`src/rtl/stack_pkg.sv`:
```
// Shared encodings for the stack arbiter: op codes, FSM states, stack depth.
package stack_pkg;

    localparam int unsigned STACK_DEPTH = 8;
    localparam int unsigned OP_W        = 2;
    localparam int unsigned ST_W        = 3;

    localparam logic [OP_W-1:0] OP_NOP   = 2'd0;
    localparam logic [OP_W-1:0] OP_CLEAR = 2'd1;
    localparam logic [OP_W-1:0] OP_PUSH  = 2'd2;
    localparam logic [OP_W-1:0] OP_POP   = 2'd3;

    localparam logic [ST_W-1:0] ST_IDLE  = 3'd0;
    localparam logic [ST_W-1:0] ST_CHECK = 3'd1;
    localparam logic [ST_W-1:0] ST_ISSUE = 3'd2;
    localparam logic [ST_W-1:0] ST_WAIT  = 3'd3;
    localparam logic [ST_W-1:0] ST_RESP  = 3'd4;

    // Push into a full stack or pop from an empty one never reaches the stack.
    function automatic logic op_rejected(input logic [OP_W-1:0] o,
                                         input logic full,
                                         input logic empty);
        return ((o == OP_PUSH) && full) || ((o == OP_POP) && empty);
    endfunction

endpackage

```
`src/rtl/stack_arbiter_rr_pick.sv`:
```
// Combinational round-robin pick: first asserted request after last_grant, wrapping.
module rr_pick #(
    parameter int unsigned NREQ = 2,
    parameter int unsigned GW   = (NREQ > 1) ? $clog2(NREQ) : 1
) (
    input  logic [NREQ-1:0] i_req,
    input  logic [GW-1:0]   i_last_grant,
    output logic [GW-1:0]   o_grant_c,
    output logic            o_any_c
);

    logic        w_found;
    int unsigned w_idx;

    always_comb begin
        o_grant_c = '0;
        w_found   = 1'b0;
        w_idx     = 0;
        for (int unsigned i = 1; i <= NREQ; i++) begin
            w_idx = (32'(i_last_grant) + i) % NREQ;
            if (!w_found && i_req[w_idx[GW-1:0]]) begin
                w_found   = 1'b1;
                o_grant_c = w_idx[GW-1:0];
            end
        end
    end

    assign o_any_c = |i_req;

endmodule

```
`src/rtl/stack_arbiter.sv`:
```
// Round-robin sequencer sharing one stack among NREQ requesters; rejects illegal ops
// locally and waits out the stack's one-cycle flag/data latency before acking.
module stack_arbiter
    import stack_pkg::*;
#(
    parameter int unsigned NREQ = 2,
    parameter int unsigned DW   = 8
) (
    input  logic              clk,
    input  logic              reset,
    input  logic [NREQ-1:0]   req,
    input  logic [2*NREQ-1:0] op,
    input  logic [DW*NREQ-1:0] wdata,
    output logic [NREQ-1:0]   ack,
    output logic [DW-1:0]     rdata,
    output logic              err,
    output logic [1:0]        stk_cmd,
    output logic [DW-1:0]     stk_data_in,
    input  logic [DW-1:0]     stk_data_out,
    input  logic              stk_full,
    input  logic              stk_empty,
    input  logic              stk_error
);

    localparam int unsigned GW = (NREQ > 1) ? $clog2(NREQ) : 1;

    logic [ST_W-1:0] r_state,      w_state_nxt;
    logic [GW-1:0]   r_grant,      w_grant_nxt;
    logic [GW-1:0]   r_last_grant, w_last_grant_nxt;
    logic [OP_W-1:0] r_op,         w_op_nxt;
    logic [DW-1:0]   r_wdata,      w_wdata_nxt;
    logic            r_reject,     w_reject_nxt;
    logic            r_issued,     w_issued_nxt;
    logic [NREQ-1:0] r_ack,        w_ack_nxt;
    logic [DW-1:0]   r_rdata,      w_rdata_nxt;
    logic            r_err,        w_err_nxt;
    logic [OP_W-1:0] r_stk_cmd,    w_stk_cmd_nxt;
    logic [DW-1:0]   r_stk_din,    w_stk_din_nxt;

    logic [GW-1:0]   w_pick;
    logic            w_any;
    logic [OP_W-1:0] w_sel_op;
    logic [DW-1:0]   w_sel_wdata;

    rr_pick #(.NREQ(NREQ), .GW(GW)) u_rr_pick (
        .i_req        (req),
        .i_last_grant (r_last_grant),
        .o_grant_c    (w_pick),
        .o_any_c      (w_any)
    );

    // Mux out the winning requester's op and push data.
    always_comb begin
        w_sel_op    = OP_NOP;
        w_sel_wdata = '0;
        for (int unsigned i = 0; i < NREQ; i++) begin
            if (w_pick == GW'(i)) begin
                w_sel_op    = op[2*i +: 2];
                w_sel_wdata = wdata[DW*i +: DW];
            end
        end
    end

    always_ff @(posedge clk) begin
        if (reset) begin
            r_state      <= ST_IDLE;
            r_grant      <= '0;
            r_last_grant <= GW'(NREQ - 1);
            r_op         <= OP_NOP;
            r_wdata      <= '0;
            r_reject     <= 1'b0;
            r_issued     <= 1'b0;
            r_ack        <= '0;
            r_rdata      <= '0;
            r_err        <= 1'b0;
            r_stk_cmd    <= OP_NOP;
            r_stk_din    <= '0;
        end else begin
            r_state      <= w_state_nxt;
            r_grant      <= w_grant_nxt;
            r_last_grant <= w_last_grant_nxt;
            r_op         <= w_op_nxt;
            r_wdata      <= w_wdata_nxt;
            r_reject     <= w_reject_nxt;
            r_issued     <= w_issued_nxt;
            r_ack        <= w_ack_nxt;
            r_rdata      <= w_rdata_nxt;
            r_err        <= w_err_nxt;
            r_stk_cmd    <= w_stk_cmd_nxt;
            r_stk_din    <= w_stk_din_nxt;
        end
    end

    // Next state and registered outputs; the stack command is raised only while in ISSUE.
    always_comb begin
        w_state_nxt      = r_state;
        w_grant_nxt      = r_grant;
        w_last_grant_nxt = r_last_grant;
        w_op_nxt         = r_op;
        w_wdata_nxt      = r_wdata;
        w_reject_nxt     = r_reject;
        w_issued_nxt     = r_issued;
        w_ack_nxt        = '0;
        w_rdata_nxt      = r_rdata;
        w_err_nxt        = r_err;
        w_stk_cmd_nxt    = OP_NOP;
        w_stk_din_nxt    = r_stk_din;
        case (r_state)
            ST_IDLE: begin
                if (w_any) begin
                    w_grant_nxt      = w_pick;
                    w_last_grant_nxt = w_pick;
                    w_op_nxt         = w_sel_op;
                    w_wdata_nxt      = w_sel_wdata;
                    w_state_nxt      = ST_CHECK;
                end
            end
            ST_CHECK: begin
                w_reject_nxt = 1'b0;
                w_issued_nxt = 1'b0;
                if (r_op == OP_NOP) begin
                    w_state_nxt = ST_RESP;
                end else if (op_rejected(r_op, stk_full, stk_empty)) begin
                    w_reject_nxt = 1'b1;
                    w_state_nxt  = ST_RESP;
                end else begin
                    w_issued_nxt  = 1'b1;
                    w_stk_cmd_nxt = r_op;
                    w_stk_din_nxt = r_wdata;
                    w_state_nxt   = ST_ISSUE;
                end
            end
            ST_ISSUE: w_state_nxt = ST_WAIT;
            ST_WAIT:  w_state_nxt = ST_RESP;
            ST_RESP: begin
                w_ack_nxt = NREQ'(1) << r_grant;
                if (r_op == OP_POP) begin
                    w_rdata_nxt = stk_data_out;
                end
                w_err_nxt   = r_issued ? stk_error : r_reject;
                w_state_nxt = ST_IDLE;
            end
            default: w_state_nxt = ST_IDLE;
        endcase
    end

    assign ack         = r_ack;
    assign rdata       = r_rdata;
    assign err         = r_err;
    assign stk_cmd     = r_stk_cmd;
    assign stk_data_in = r_stk_din;

endmodule

```
`config.mk`:
```
export PLATFORM = sky130hd
export DESIGN_NAME = stack_arbiter
export DESIGN_NICKNAME = d
export VERILOG_FILES = /design/src/rtl/stack_pkg.sv /design/src/rtl/stack_arbiter_rr_pick.sv /design/src/rtl/stack_arbiter.sv
export SDC_FILE = /design/constraint.sdc
export NUM_CORES = 1
export LEC_CHECK = 0
export ABC_AREA = 1
export ABC_CLOCK_PERIOD_IN_PS = 1500
export CORE_ASPECT_RATIO = 0.6
export CORE_MARGIN = 2
export CORE_UTILIZATION = 43
export CTS_CLUSTER_DIAMETER = 60
export DETAILED_ROUTE_END_ITERATION = 8
export HOLD_SLACK_MARGIN = 0.15
export PLACE_DENSITY_LB_ADDON = 0.05
export RECOVER_POWER = 100
export SLEW_MARGIN = 20
export SYNTH_ARGS = -nofsm -noshare
export SYNTH_HDL_FRONTEND = slang
export SYNTH_HIERARCHICAL = 1
export SYNTH_SLANG_ARGS = --single-unit
export TNS_END_PERCENT = 100
```
`constraint.sdc`:
```
create_clock -name clk -period 1.5 [get_ports clk]
set_input_delay 0.375 -clock clk [delete_from_list [all_inputs] [get_ports clk]]
set_output_delay 0.375 -clock clk [all_outputs]
set_load 0.03 [all_outputs]
```
==> flow_metrics.env <==
export IMPL_routabilityCongestion=0.7417
export IMPL_cpPeakStageDelay_ns=0.48
export IMPL_synthesis_instances=217
export IMPL_antenna_cells=0
export IMPL_synth_seq_cells=38
export IMPL_p_switching_uw=792.8
export IMPL_numCtsBuffers=5
export IMPL_setup_viol=0
export IMPL_path_class="input pin to register"
export IMPL_hold_path_class="register to register"
export IMPL_maxCapViolCount=0
export IMPL_required_ns=1.67
export IMPL_rsz0062_at_grt="yes"
export IMPL_syn_nets=252
export IMPL_clk_latency_ns=0.29
export IMPL_clockRootBuffer="clkbuf_8"
export IMPL_drt_iter0_markers=154
export IMPL_cp_startpoint="req[0]"
export IMPL_syn_to_final_growth_pct=46.77
export IMPL_status="complete, no violations"
export IMPL_fin_crit_sh_pct=96.17
export IMPL_rows=17
export IMPL_drive_gt1_share_pct=10.64
export IMPL_wl_um=3764
export IMPL_final_util_pct=66.01
export IMPL_avgSynthCellArea_sq_um=7.582
export IMPL_end_kind="register"
export IMPL_final_nets=316
export IMPL_cts_tree="built"
export IMPL_worst_pin_slew_ns=0.3776
export IMPL_worst_slack_ns=0.05748
export IMPL_antenna_found_initial=0
export IMPL_grt_pass1_wl_um=6423
export IMPL_power_leakage_uw=0.001076
export IMPL_finalNonFillerCells=329
export IMPL_die_x_um=83.86
export IMPL_worstHoldStart="r_grant"
export IMPL_path_clk_slew_ns=0.08
export IMPL_grt_remaining_overflow=0
export IMPL_synth_distinct_cells=24
export IMPL_coreArea_sq_um=3659
export IMPL_grt_use_total_pct=18.80
export IMPL_cp_arrival_ns=1.61
export IMPL_yosysTopAreaCell="dfxtp_1"
export IMPL_combPwrFrac_pct=23.3
export IMPL_internal_power_uw=2099
export IMPL_start_util_pct=44.97
export IMPL_critical_path_cell_chain="clkdlybuf4s50_1 > or2_1 > nand3_2 > o21ai_1 > a21oi_1"
export IMPL_max_slew_margin_pct=74.75
export IMPL_dieArea_sq_um=4353
export IMPL_hpwlAfterDp_um=2887
export IMPL_port_buffers=55
export IMPL_p_seq_share_pct=39.9
export IMPL_p_per_area_nw_per_um2=1198
export IMPL_ant_nets=0
export IMPL_synth_area_sq_um=1645
export IMPL_reg2reg_from="r_state[0]"
export IMPL_whs_ns=0.4465
export IMPL_viasPerCell=4.681
export IMPL_cts_sinks=38
export IMPL_power_share_switching_pct=27.42
export IMPL_max_freq_mhz=693.2
export IMPL_dr_pass1_iters=4
export IMPL_netlist_area_leader_share_pct=46.24
export IMPL_clock_skew_ns=0.006494
export IMPL_place_inst=320
export IMPL_clock_path_buffers=2
export IMPL_ir_drop_v=0.0006255
export IMPL_dp_slack_ns=-0.2933
export IMPL_cp_start_kind="input pin"
export IMPL_synth_warnings=6
export IMPL_finalCriticalPeriod_ns=1.443
export IMPL_ys_seq_area_share_pct=46.24
export IMPL_timing_final_max_slew_violations=0
export IMPL_synth_area_top_cells="dfxtp_1, nand2_1, a21oi_1, nand4_1, o21ai_0"
export IMPL_cp_max_fo=15
export IMPL_cts_hold_buf=0
export IMPL_reg2reg_slack_ns=0.17
export IMPL_wl_per_cell_um=11.44
export IMPL_hold_viol_final=0
export IMPL_htreeDepth=2
export IMPL_vias=1540
export IMPL_drc=0
export IMPL_setup_tns_ns=0
export IMPL_n_fill_cell=344
export IMPL_clkPwrFrac_pct=36.8
export IMPL_grt_pass1_vias=1327
export IMPL_ios=56
export IMPL_grt_max_degree=22
export IMPL_crit_slowest_cell="clkdlybuf4s50_1"
export IMPL_die_h_um=51.92
-- power by group through the flow --
stage               logic [uW]  clock network [uW]  registers (uW)
floorplan                  372                   0            1230
global placement           682                   0            1180
detailed placement         689                   0            1180
CTS                        673                1090            1150
global route               748                1130            1170
finish                     674                1060            1150
-- synthesized netlist by cell type, drive strengths merged --
cell,instances
a21oi,25
nand3,9
buf,8
nand4,18
or2,1
nor3,3
clkinv,1
nor3b,1
nor2,20
clkbuf,3
dfxtp,38
nand2,38
o211ai,1
inv,29
o21ai,22
-- sequential cells by signal, indices dropped and copies added, names as in the netlist --
name          cells
ack               2
rdata             8
r_grant           1
r_state           3
r_op              2
r_last_grant      1
stk_cmd           2
r_reject          1
r_issued          1
err               1
r_wdata           8
stk_data_in       8
-- per-stage QoR --
| stage | power (uW) | area (sq um) |
|---|---|---|
| final | 2892 | 2415 |
| after global routing | 3050 | 2415 |
| after CTS | 2914 | 2412 |
| after detailed placement | 1868 | 2296 |
| after global placement | 1860 | 2296 |
| after floorplan | 1599 | 1645 |
-- area by class of cell --
type | instances | area (sq um) | area share, %
clock buffers | 6 | 82.58 | 3.420
clock inverters | 2 | 60.06 | 2.487
well taps | 47 | 58.81 | 2.435
inverters | 30 | 112.6 | 4.663
flip-flops and latches | 38 | 760.7 | 31.50
multi-input cells | 138 | 704.4 | 29.17
repair buffers | 68 | 635.6 | 26.32
-- final timing paths --
check / endpoint / cells past startpoint
worst max-delay path: r_op[0] / 5
worst min-delay path: ack[0] / 1
worst max register to register: stk_data_in[7] / 6
worst min register to register: ack[0] / 1
-- what timing repair did --
| item | 4_1_cts | 5_1_grt |
|---|---|---|
| gates resized for setup | 21 | 8 |
| buffers inserted | 0 | 0 |
| setup endpoints to repair | 21 | 7 |
| endpoints found under the hold margin | 0 | 0 |
| gates cloned | 0 | 1 |
-- metal layers --
layer	global-route usage, %	up-vias	wire, um
li1	-	840	-
met1	32.09	643	2221
met2	20.67	52	1222
met3	5.556	5	287
met4	4.839	0	33
met5	0	-	0
-- cell usage in the layout, fill, tap and decap left out --
master / netlist / final
nor2_8: 1 / 1
dlygate4sd3_1: 0 / 1
nand3_1: 6 / 6
clkdlybuf4s50_1: 0 / 33
nor3b_1: 1 / 1
dfxtp_1: 38 / 38
buf_4: 4 / 10
dlygate4sd2_1: 0 / 21
nand2_1: 36 / 37
clkbuf_2: 0 / 1
clkinv_1: 1 / 2
a21oi_2: 0 / 1
or2_1: 1 / 1
o211ai_1: 1 / 1
a21oi_1: 25 / 24
nand4_1: 18 / 18
buf_12: 0 / 1
nor3_1: 3 / 3
buf_6: 0 / 1
o21ai_0: 21 / 17
bufinv_16: 0 / 2
nand3_2: 2 / 3
inv_2: 3 / 1
clkbuf_8: 0 / 6
nand2_4: 1 / 1
inv_1: 26 / 27
o21ai_1: 1 / 5
nor2_1: 17 / 17
nor2_4: 2 / 2
-- cells by family after synthesis --
logic type,count (synthesis),share of synthesized area (%)
AO/OA/AOI/OAI,48,14.75
buffers and inverters,41,10.57
flip-flops,38,46.24
AND/OR/NAND/NOR,90,28.44
-- worst max-delay path, delay by kind of cell --
family	cells	cell delay [ns]
buffers and inverters	1	0.48
AO/OA/AOI/OAI	2	0.35
AND/OR/NAND/NOR	2	0.40
Power figures use the tool's default switching activity.
